--- src/rtl/pc_stack_ctrl.sv ---
// pc_stack_ctrl
// Program counter and two-level return stack for a four-phase (Q1..Q4)
// baseline PIC-style core. The PC advances on Q1. Control events are
// evaluated on Q4. Every taken branch, return, PCL write or skip forces
// the following instruction slot to execute as a NOP.
//
// Handshake note: this block has no valid/ready handshakes. Its inputs are
// level-qualified by the phase value. instIn must be stable Q1..Q4.
// skipReq and pclWrite are only looked at on a Q4 clock.

module pc_stack_ctrl (
    input  logic        clk,
    input  logic        rst,
    input  logic [1:0]  phase,
    input  logic [11:0] instIn,
    input  logic        skipReq,
    input  logic        pclWrite,
    input  logic [7:0]  pclData,
    input  logic [1:0]  statusPA,
    output logic [10:0] pcOut,
    output logic        flushOut,
    output logic [1:0]  stkDepth,
    output logic        stkOvf,
    output logic        stkUnf
);

    localparam logic [1:0]  PH_Q1      = 2'd0;
    localparam logic [1:0]  PH_Q4      = 2'd3;
    localparam logic [10:0] PC_RESET   = 11'h7FF;
    localparam logic [1:0]  DEPTH_FULL = 2'd2;
    localparam logic [1:0]  DEPTH_NONE = 2'd0;

    // Control event selected for the current Q4. The list is in priority
    // order. Branch-type instructions win over the ALU-side requests.
    typedef enum logic [2:0] {
        EV_NONE = 3'd0,
        EV_GOTO = 3'd1,
        EV_CALL = 3'd2,
        EV_RET  = 3'd3,
        EV_PCL  = 3'd4,
        EV_SKIP = 3'd5
    } event_t;

    // Architectural state
    logic [10:0] r_pc;
    logic [10:0] r_stk1;
    logic [10:0] r_stk2;
    logic [1:0]  r_depth;
    logic        r_flush;
    logic        r_ovf;
    logic        r_unf;

    // Decoded event and candidate PC values
    event_t      w_event;
    logic [10:0] w_pc_inc;
    logic [10:0] w_goto_target;
    logic [10:0] w_call_target;
    logic [10:0] w_pcl_target;
    logic        w_stk_full;
    logic        w_stk_empty;

    // Branch targets. CALL and PCL writes can only reach the lower half of
    // a 512-word page, because bit 8 is forced to zero.
    always_comb begin
        w_pc_inc      = r_pc + 11'd1;
        w_goto_target = {statusPA, instIn[8:0]};
        w_call_target = {statusPA, 1'b0, instIn[7:0]};
        w_pcl_target  = {statusPA, 1'b0, pclData};
        w_stk_full    = (r_depth == DEPTH_FULL);
        w_stk_empty   = (r_depth == DEPTH_NONE);
    end

    // Priority decode of the single event that a non-flushed Q4 applies.
    always_comb begin
        w_event = EV_NONE;
        if (instIn[11:9] == 3'b101) begin
            w_event = EV_GOTO;
        end else if (instIn[11:8] == 4'b1001) begin
            w_event = EV_CALL;
        end else if (instIn[11:8] == 4'b1000) begin
            w_event = EV_RET;
        end else if (pclWrite) begin
            w_event = EV_PCL;
        end else if (skipReq) begin
            w_event = EV_SKIP;
        end
    end

    // PC, stack and flag registers.
    // Q1 increments the PC.
    // Q4 applies one event, or retires a flushed slot.
    // Q2 and Q3 hold all state.
    always_ff @(posedge clk) begin
        if (rst) begin
            r_pc    <= PC_RESET;
            r_stk1  <= 11'd0;
            r_stk2  <= 11'd0;
            r_depth <= DEPTH_NONE;
            r_flush <= 1'b0;
            r_ovf   <= 1'b0;
            r_unf   <= 1'b0;
        end else if (phase == PH_Q1) begin
            r_pc <= w_pc_inc;
        end else if (phase == PH_Q4) begin
            if (r_flush) begin
                // The killed instruction has no side effects. It only
                // closes the flushed slot.
                r_flush <= 1'b0;
            end else begin
                case (w_event)
                    EV_GOTO: begin
                        r_pc    <= w_goto_target;
                        r_flush <= 1'b1;
                    end
                    EV_CALL: begin
                        // r_pc already holds the return address, because
                        // it was incremented at Q1.
                        r_stk1  <= r_pc;
                        r_stk2  <= r_stk1;
                        r_pc    <= w_call_target;
                        r_flush <= 1'b1;
                        if (w_stk_full) begin
                            r_ovf <= 1'b1;
                        end else begin
                            r_depth <= r_depth + 2'd1;
                        end
                    end
                    EV_RET: begin
                        // An underflowing pop still loads whatever stk1
                        // holds.
                        r_pc    <= r_stk1;
                        r_stk1  <= r_stk2;
                        r_flush <= 1'b1;
                        if (w_stk_empty) begin
                            r_unf <= 1'b1;
                        end else begin
                            r_depth <= r_depth - 2'd1;
                        end
                    end
                    EV_PCL: begin
                        r_pc    <= w_pcl_target;
                        r_flush <= 1'b1;
                    end
                    EV_SKIP: begin
                        r_flush <= 1'b1;
                    end
                    default: begin
                        r_flush <= 1'b0;
                    end
                endcase
            end
        end
    end

    // All outputs come straight from registers.
    always_comb begin
        pcOut    = r_pc;
        flushOut = r_flush;
        stkDepth = r_depth;
        stkOvf   = r_ovf;
        stkUnf   = r_unf;
    end

endmodule

--- config.mk ---
export PLATFORM = sky130hd
export DESIGN_NAME = pc_stack_ctrl
export DESIGN_NICKNAME = d
export VERILOG_FILES = /design/src/rtl/pc_stack_ctrl.sv
export SDC_FILE = /design/constraint.sdc
export NUM_CORES = 1
export LEC_CHECK = 0
export BUFFER_PORTS_ARGS = -buffer_cell sky130_fd_sc_hd__clkbuf_2
export CAP_MARGIN = 20
export CELL_PAD_IN_SITES_DETAIL_PLACEMENT = 0
export CELL_PAD_IN_SITES_GLOBAL_PLACEMENT = 1
export CORE_ASPECT_RATIO = 0.75
export CORE_UTILIZATION = 37
export CTS_CLUSTER_DIAMETER = 40
export DETAILED_ROUTE_END_ITERATION = 7
export GPL_TIMING_DRIVEN = 0
export PLACE_DENSITY_LB_ADDON = 0.1
export SYNTH_ARGS = -nofsm -noshare
export SYNTH_HDL_FRONTEND = slang
export SYNTH_SLANG_ARGS = --single-unit
export TNS_END_PERCENT = 50
--- constraint.sdc ---
create_clock -name clk -period 1.4 [get_ports clk]
set_input_delay 0.07 -clock clk [delete_from_list [all_inputs] [get_ports clk]]
set_output_delay 0.07 -clock clk [all_outputs]
set_load 0.01 [all_outputs]
==> results of run 1 <==
[synth_stat cells, drive strengths merged, types with 3 or more instances]
cell	n
nor3b	3
nor4	3
nor2b	3
nand2b	5
and3	6
o21ai	4
buf	12
clkbuf	5
dfxtp	38
o21a	3
nand3	8
a211oi	19
nand2	12
o31ai	8
a32o	8
inv	7
ha	4
nor2	29
mux2i	24
a21oi	17
[worst reg2reg max path: cells and delay by family (launching register included)]
family / cells / cell delay (ns)
compound gates: 3 / 0.93
flops: 1 / 0.38
[flip-flops by register name, indices dropped and copies added (netlist names)]
name / cells
flushOut: 1
pcOut: 11
r_stk1: 11
r_stk2: 11
stkDepth: 2
stkOvf: 1
stkUnf: 1
[cell usage in the layout, fill, tap and decap left out, drive strengths merged, types with 2 or more instances in the layout]
cell | netlist | final
and2 | 2 | 2
a32o | 8 | 8
ha | 4 | 4
nor3 | 2 | 2
a21o | 2 | 2
nand3 | 8 | 8
nand2b | 5 | 5
o21ai | 4 | 4
a221o | 2 | 2
nor4 | 3 | 3
nor2b | 3 | 3
a221oi | 2 | 2
mux2i | 24 | 24
nand2 | 12 | 12
o21a | 3 | 3
inv | 7 | 8
nor3b | 3 | 3
buf | 12 | 19
a31oi | 2 | 2
and3 | 6 | 6
a21oi | 17 | 17
clkbuf | 5 | 53
nor2 | 29 | 29
a211oi | 19 | 19
o31ai | 8 | 8
dfxtp | 38 | 38
[power breakdown]
part           leakage [nW]  switching [mW]  internal (mW)
combinational         0.820           0.347          0.272
sequential            0.307          0.0864           1.13
clock                0.0478           0.427          0.406
[repair_timing]
action / CTS / global route
pin swaps: 2 / 12
buffers inserted: 3 / 4
setup endpoints to repair: 34 / 32
gates cloned: 1 / 0
resized for setup: 22 / 30
[layout make-up]
cell class	count	area, sq um	area share (%)
Buffer	16	110.1	4.004
Clock buffer	6	82.58	3.003
Clock inverter	2	16.27	0.5914
Inverter	7	26.28	0.9554
Multi-Input combinational cell	177	1360	49.45
Sequential cell	38	779.5	28.34
Tap cell	75	93.84	3.412
Timing Repair Buffer	50	281.5	10.24
[logic make-up (layout without fill, tap and decap cells)]
kind of cell    count (synthesis)  count (layout)  synth area share [%]
fa+ha+maj                       4               4                 2.371
simple gates                   75              75                 18.49
flops                          38              38                 36.04
mux                            25              25                 11.91
compound gates                 72              72                 24.84
buf+inv                        24              81                 5.928
xor+xnor                        1               1                0.4150
[path summary, 6_finish.rpt]
check             from        to  slack (ns)  cells after the start
max reg2reg   flushOut  pcOut[8]       -0.04                      3
min reg2reg     stkOvf    stkOvf        0.47                      1
max           flushOut  pcOut[8]       -0.04                      3
min          instIn[1]  pcOut[1]        0.07                      3
[per-layer routing]
layer / vias to the layer above / track usage [%] / wire length [um]
met2: 71 / 36.16 / 3037
met1: 1024 / 35.44 / 3414
met4: 0 / 6.349 / 77
met5: - / 0 / 0
met3: 9 / 4.523 / 422
li1: 1009 / - / -
==> reports/results.tsv, run 1 <==
metric	value	unit
largest net degree at the start of global routing	14	
maximum count of clock buffers along a single path	2	
highest attainable clock frequency	693.1	MHz
Clock transition at path regs	0.08	ns
critical path data arrival time	1.61	ns
static leakage	1.175	nW
via density per instance	5.695	
first-pass GRT wire length	10570	um
Detail Placement HPWL	4840	um
pwr dens	969.0	nW/um^2
RSZ-0062 raised after global routing	yes	
peak fanout along the critical path	6	
post-synth net total	271	
Nets	327	
post-synthesis sequential area ratio	36.04	%
global-route usage over all layers	24.18	%
number of antenna diodes	0	
core utilization of the finished layout	50.83	%
DP Worst Slack	-0.4275	ns
hold slack	0.07090	ns
mapped cell area	2111	sq um
DR iter-0 viols	114	
floorplan core area	5410	sq um
full die area	6014	sq um
most area-consuming cells after synthesis	dfxtp_1 (36%), mux2i_1 (11%), a211oi_1 (6.8%)	
PnR worst setup slack	-0.04283	ns
crit path kind	reg2reg	
clk sinks	38	
placed instance count	356	
EDFF count, synth	0	
final clock period utilization by the worst path	103.1	%
# H-tree levels	2	
count of vias placed by the detailed router	2113	
total negative slack	-0.1537	ns
number of buffers created by CTS	5	
Cell Chain, Critical Path	a221o_2, a2111oi_2, o31ai_1	
total global routing overflow	0	
Pre-Repair DR Iteration Count	4	
growth of design area from synthesis to finish	30.29	%
post-layout min period	1.443	ns
Rel. slew slack	55.70	%
later-pin clock latency in the skew report	0.29	ns
starting density of the core	39.01	%
worst path buffer plus inverter count	0	
average routed wire per standard cell	18.74	um
total power consumption of the routed design	2.665	mW
I/O pin cnt	44	
Hold-fix buffers, CTS	0	
die height	67.41	um
worst clock skew	0.007368	ns
worst endpoint required time	1.57	ns
syn_area_per_cell	8.832	sq um
ratio of cells with drive above 1 in the final layout	35.81	%
largest area contributor in the synthesized netlist	dfxtp_1	
Maximum Capacitance Violations	0	
RD Place Congestion	0.8715	
via count of the first global-routing pass	1971	
Filler cells	549	
transition time at the pin with the least slew margin	0.6646	ns
initial antenna violation count	0	
run status	finished with violations	
Critical Path Slowest Stage Cell	a221o_2	
class of the tightest hold or removal check	in2reg	
critical path endpoint category	register	
largest voltage drop on the vdd net	0.3793	mV
DR DRC count	0	
non-filler instance count after layout	371	
clock root buffer	clkbuf_8	
final cell area excluding filler cells	2750	sq um
Antenna Nets Post-Route	0	
cell area reported after detailed placement	2415	sq um
number of max-slew violations in the final report	0	
Detailed Route WL	6951	um
number of placement rows	23	
final number of setup-violating endpoints	5	
failing checks	negative setup slack	
number of instances in the synthesized netlist	239	
count of input and output buffers	42	
Most used DFF post-synth	dfxtp_1	
proportion of netlist area held by the largest area contributor	36.04	%
category of cells accounting for the largest share of critical-path delay	compound AO/OA/AOI/OAI gates	
Yosys warning total	0	
chip width	89.22	um
Critical Path Start Type	register	
number of hold violations in the final report	0	
stage delay of the slowest cell on the critical path	0.44	ns
number of register bits inferred by synthesis	38	
clock tree from TritonCTS	done	
proportion of register bits with asynchronous set or reset after synthesis	0	%
unique cell type count in the Yosys netlist	43	
Power figures use the tool's default switching activity.
==> inputs of run 2 (changes only) <==
==> constraint.sdc (replaced) <==
create_clock -name clk -period 1.4 [get_ports clk]
set_input_delay 0.14 -clock clk [delete_from_list [all_inputs] [get_ports clk]]
set_output_delay 0.14 -clock clk [all_outputs]
set_load 0.01 [all_outputs]
==> reports/results.tsv, run 2 (same netlist as run 1, synthesis figures left out) <==
metric	value	unit	change
run status	finished with violations		unchanged
failing checks	negative setup slack		unchanged
commonest non-fill, non-tap cell in the layout	clkbuf_2		unchanged
final number of setup-violating endpoints	6		was 5
count of input and output buffers	42		unchanged
total global routing overflow	0		unchanged
crit path kind	reg2reg		unchanged
launching element of the worst setup path	flushOut		unchanged
number of hold violations in the final report	0		unchanged
average routed wire per standard cell	18.08	um	was 18.74 um
total power consumption of the routed design	2.651	mW	was 2.665 mW
Worst Hold Depth	3		unchanged
Clock transition at path regs	0.08	ns	about the same
startpoint of the worst-slack reg-to-reg timing path	flushOut		unchanged
largest net degree at the start of global routing	13		was 14
via density per instance	5.584		was 5.695
worst endpoint required time	1.56	ns	was 1.57 ns
pwr dens	924.0	nW/um^2	was 969.0 nW/um^2
number of placement rows	23		unchanged
RD Place Congestion	0.8213		was 0.8715
growth of design area from synthesis to finish	35.92	%	was 30.29%
starting density of the core	39.01	%	unchanged
clock tree from TritonCTS	done		unchanged
Hold-fix buffers, CTS	0		unchanged
GRT met3 Usage	3.912	%	was 4.523%
worst clock skew	0.009131	ns	was 0.007368 ns
die height	67.41	um	unchanged
commonest cells after routing, fill and taps aside	clkbuf_2 (42), dfxtp_1 (29), nor2_1 (27), mux2i_1 (23), a211oi_1 (18)		was clkbuf_2 (42), dfxtp_1 (29), nor2_1 (26), mux2i_1 (24), a21oi_1 (15)
later-pin clock latency in the skew report	0.29	ns	about the same
worst hold start	instIn[1]		unchanged
Antenna Nets Post-Route	0		unchanged
via count of the first global-routing pass	1973		was 1,971
Detail Placement HPWL	4782	um	was 4840 um
peak fanout along the critical path	5		was 6
Detailed Route WL	6815	um	was 6951 um
I/O pin cnt	44		unchanged
full die area	6014	sq um	unchanged
crit path to	pcOut[5]		was pcOut[8]
RSZ-0062 raised after global routing	yes		unchanged
# H-tree levels	2		unchanged
number of antenna diodes	0		unchanged
Crit Reg-Reg Endpoint	pcOut[5]		was pcOut[8]
clock root buffer	clkbuf_8		unchanged
critical path data arrival time	1.61	ns	about the same
initial antenna violation count	0		unchanged
number of max-slew violations in the final report	0		unchanged
final clock period utilization by the worst path	103.6	%	was 103.1%
worst r2r path cells	3		unchanged
ratio of cells with drive above 1 in the final layout	35.10	%	was 35.81%
M1 GR Usage	36.18	%	was 35.44%
highest attainable clock frequency	689.2	MHz	was 693.1 MHz
global-route usage over all layers	24.41	%	was 24.18%
maximum count of clock buffers along a single path	2		unchanged
DR DRC count	0		unchanged
Critical Path Start Type	register		unchanged
Nets	333		was 327
post-layout min period	1.451	ns	was 1.443 ns
placed instance count	356		unchanged
largest voltage drop on the vdd net	0.4464	mV	was 0.3793 mV
critical path endpoint category	register		unchanged
Maximum Capacitance Violations	0		unchanged
grt peak-use layer	met1		was met2
Rel. slew slack	55.86	%	was 55.70%
flop2flop setup slack	-0.05	ns	was -0.04 ns
non-filler instance count after layout	377		was 371
met2 usage in global routing	35.50	%	was 36.16%
floorplan core area	5410	sq um	unchanged
transition time at the pin with the least slew margin	0.6621	ns	was 0.6646 ns
static leakage	1.220	nW	was 1.175 nW
PnR worst setup slack	-0.05100	ns	was -0.04283 ns
Filler cells	554		was 549
clk sinks	38		unchanged
count of vias placed by the detailed router	2105		was 2,113
number of buffers created by CTS	5		unchanged
Pre-Repair DR Iteration Count	4		unchanged
DR iter-0 viols	93		was 114
chip width	89.22	um	unchanged
first-pass GRT wire length	10630	um	was 10,570 um
class of the tightest hold or removal check	in2reg		unchanged
==> run 2: repair_timing <==
action / 4_1_cts / 5_1_grt
endpoints found under the setup margin: 33 / 25
resized for setup: 31 / 16
pin swaps: 3 / 8
buffers inserted: 6 / 4
cloned: 3 / 0
==> run 2: per-layer routing <==
metal	wire [um]	up-vias	share of wire, %
met5	0	-	0
met4	130	0	1.9
met3	495	10	7.3
met2	2875	83	42
met1	3314	993	49
li1	-	1019	-
==> run 2: worst min-delay path by stage <==
stage	to	slack (ns)
finish	pcOut[1]	0.14
global route	pcOut[1]	0.17
CTS	pcOut[1]	0.13
detailed placement	pcOut[1]	0.44
global placement	stkUnf	0.44
floorplan	pcOut[1]	0.32
==> run 2: layout make-up <==
type	count	area (sq um)	area share [%]
Multi-Input combinational cell	177	1343	46.79
Sequential cell	38	784.5	27.34
Timing Repair Buffer	55	387.9	13.52
Buffer	17	136.4	4.754
Tap cell	75	93.84	3.271
Clock buffer	6	82.58	2.878
Inverter	7	28.78	1.003
Clock inverter	2	12.51	0.4361
==> run 2: critical path, stage by stage, from the launching register on <==
cell and delay, ns:
dfxtp_4 0.37, a221o_2 0.46, nor4_2 0.36, o31ai_1 0.12
==> run 2: per-stage QoR <==
stage                     cell area, sq um  worst slack [ns]  TNS, ns  util (%)  hold WS, ns
after floorplan                       2142          0.003944        0         -       0.3234
after global placement                2446           -0.3798   -11.35     45.21       0.4435
after detailed placement              2446           -0.3976   -11.91     45.21       0.4363
after CTS                             2761          -0.06184  -0.2470     51.04       0.1347
after global routing                  2869          -0.09840   -1.078     53.03       0.1706
final                                 2869          -0.05100  -0.1743     53.03       0.1351
==> run 2: where the power goes <==
group          switching (mW)  internal, mW
clock                   0.421         0.397
combinational           0.342         0.282
sequential             0.0827          1.13
total                   0.846          1.81
==> inputs of run 3 (changes only) <==
- MAX_ROUTING_LAYER: default -> met4
==> reports/results.tsv, run 3 (same netlist as run 1, synthesis figures left out) <==
metric	value	unit	change
Cell Chain, Critical Path	a221o_2, buf_6, nor4_2, a221oi_1		was a221o_2, nor4_2, o31ai_1
static leakage	1.220	nW	unchanged
Antenna Nets Post-Route	0		unchanged
cell internal power dissipation	1.806	mW	was 1.805 mW
die height	67.41	um	unchanged
DP Worst Slack	-0.3976	ns	unchanged
first-pass GRT wire length	10630	um	unchanged
# H-tree levels	2		unchanged
Detail Placement HPWL	4782	um	unchanged
initial antenna violation count	0		unchanged
Critical Path Start Type	register		unchanged
Maximum Capacitance Violations	0		unchanged
Critical Path Slowest Stage Cell	a221o_2		unchanged
via density per instance	5.562		was 5.584
count of input and output buffers	42		unchanged
later-pin clock latency in the skew report	0.29	ns	about the same
flop2flop setup slack	-0.05	ns	about the same
full die area	6014	sq um	unchanged
commonest non-fill, non-tap cell in the layout	clkbuf_2		unchanged
Clock transition at path regs	0.08	ns	about the same
chip width	89.22	um	unchanged
pwr dens	918.7	nW/um^2	was 924.0 nW/um^2
crit path kind	reg2reg		unchanged
launching element of the worst setup path	flushOut		unchanged
Crit Reg-Reg Endpoint	pcOut[6]		was pcOut[5]
number of placement rows	23		unchanged
clk sinks	38		unchanged
switching power of the nets	829.9	uW	was 845.5 uW
final clock period utilization by the worst path	103.6	%	about the same
starting density of the core	39.01	%	unchanged
placed instance count	356		unchanged
number of max-slew violations in the final report	0		unchanged
RD Place Congestion	0.8336		was 0.8213
total global routing overflow	0		unchanged
failing checks	negative setup slack		unchanged
worst clock skew	0.008467	ns	was 0.009131 ns
maximum count of clock buffers along a single path	2		unchanged
Hold-fix buffers, CTS	0		unchanged
highest attainable clock frequency	689.2	MHz	about the same
global-route usage over all layers	25.11	%	was 24.41%
total negative slack	-0.1556	ns	was -0.1743 ns
run status	finished with violations		unchanged
Sequential Power Share	45.9	%	was 45.6%
average routed wire per standard cell	18.15	um	was 18.08 um
clock root buffer	clkbuf_8		unchanged
DR DRC count	0		unchanged
PnR worst setup slack	-0.05089	ns	was -0.05100 ns
number of antenna diodes	0		unchanged
Nets	333		unchanged
startpoint of the worst-slack reg-to-reg timing path	flushOut		unchanged
Detailed Route WL	6843	um	was 6815 um
number of hold violations in the final report	0		unchanged
floorplan core area	5410	sq um	unchanged
RSZ-0062 raised after global routing	yes		unchanged
peak fanout along the critical path	10		was 5
clock tree from TritonCTS	done		unchanged
largest net degree at the start of global routing	13		unchanged
crit path to	pcOut[6]		was pcOut[5]
combinational group share of total power	23.8	%	was 23.5%
count of vias placed by the detailed router	2097		was 2,105
largest voltage drop on the vdd net	0.4438	mV	was 0.4464 mV
core utilization of the finished layout	53.03	%	unchanged
post-layout min period	1.451	ns	about the same
growth of design area from synthesis to finish	35.92	%	unchanged
worst r2r path cells	4		was 3
switching power as a share of total power	31.49	%	was 31.90%
worst endpoint required time	1.57	ns	was 1.56 ns
number of buffers created by CTS	5		unchanged
Pre-Repair DR Iteration Count	4		unchanged
I/O pin cnt	44		unchanged
ratio of cells with drive above 1 in the final layout	35.10	%	unchanged
commonest cells after routing, fill and taps aside	clkbuf_2 (42), dfxtp_1 (29), nor2_1 (27), mux2i_1 (23), a211oi_1 (18)		unchanged
critical path data arrival time	1.62	ns	was 1.61 ns
relative contribution of the clock network to total power	30.3	%	was 30.8%
DR iter-0 viols	129		was 93
non-filler instance count after layout	377		unchanged
critical path endpoint category	register		unchanged
via count of the first global-routing pass	1975		was 1,973
class of the tightest hold or removal check	in2reg		unchanged
Rel. slew slack	55.03	%	was 55.86%
stage delay of the slowest cell on the critical path	0.46	ns	about the same
final number of setup-violating endpoints	6		unchanged
transition time at the pin with the least slew margin	0.6746	ns	was 0.6621 ns
[run 3: final cells by class]
| class | instances | area, sq um |
|---|---|---|
| buffer | 17 | 136.4 |
| clock buffer | 6 | 82.58 |
| clock inverter | 2 | 12.51 |
| sequential | 38 | 784.5 |
| multi-input combinational | 177 | 1343 |
| inverter | 7 | 28.78 |
| tap | 75 | 93.84 |
| fill | 554 | 2541 |
| timing repair buffer | 55 | 387.9 |
[run 3: power groups by stage]
stage,Clock (mW),Combinational [mW],Sequential (mW)
floorplan,0,0.341,1.21
global placement,0,0.535,1.23
detailed placement,0,0.535,1.23
CTS,0.819,0.573,1.20
global route,0.874,0.680,1.22
finish,0.799,0.626,1.21
[run 3: per-layer routing]
layer / share of wire [%] / vias up / global-route usage (%)
li1: - / 1017 / -
met1: 49 / 986 / 36.11
met2: 42 / 83 / 35.50
met3: 7.3 / 11 / 3.912
met4: 1.5 / 0 / 8.532
met5: 0 / - / -
[run 3: through the flow]
step	hold WS [ns]	total power, mW	area (sq um)
final	0.1421	2.636	2869
after global placement	0.4435	1.760	2446
after floorplan	0.3234	1.553	2142
after global routing	0.1706	2.773	2869
after CTS	0.1347	2.596	2761
after detailed placement	0.4363	1.760	2446
[run 3: worst max-delay path, delay by kind of cell (launching register included)]
kind	cells	cell delay [ns]
AOI/OAI and AO/OA	2	0.54
DFF	1	0.37
and+or+nand+nor	1	0.24
buffers and inverters	1	0.19
[run 3: repair_timing]
| item | 4_1_cts | 5_1_grt |
|---|---|---|
| pin swaps | 3 | 8 |
| gates resized for setup | 31 | 16 |
| setup buffers | 6 | 4 |
| setup endpoints to repair | 33 | 25 |
| gates cloned | 3 | 0 |
[run 3: how the worst min path moves through the flow]
stage | depth (start not counted) | to | start
after detailed placement | 3 | pcOut[1] | instIn[1]
after CTS | 3 | pcOut[1] | instIn[1]
after global placement | 2 | stkUnf | stkUnf
final | 3 | pcOut[1] | instIn[1]
after global routing | 3 | pcOut[1] | instIn[1]
after floorplan | 2 | pcOut[1] | instIn[1]
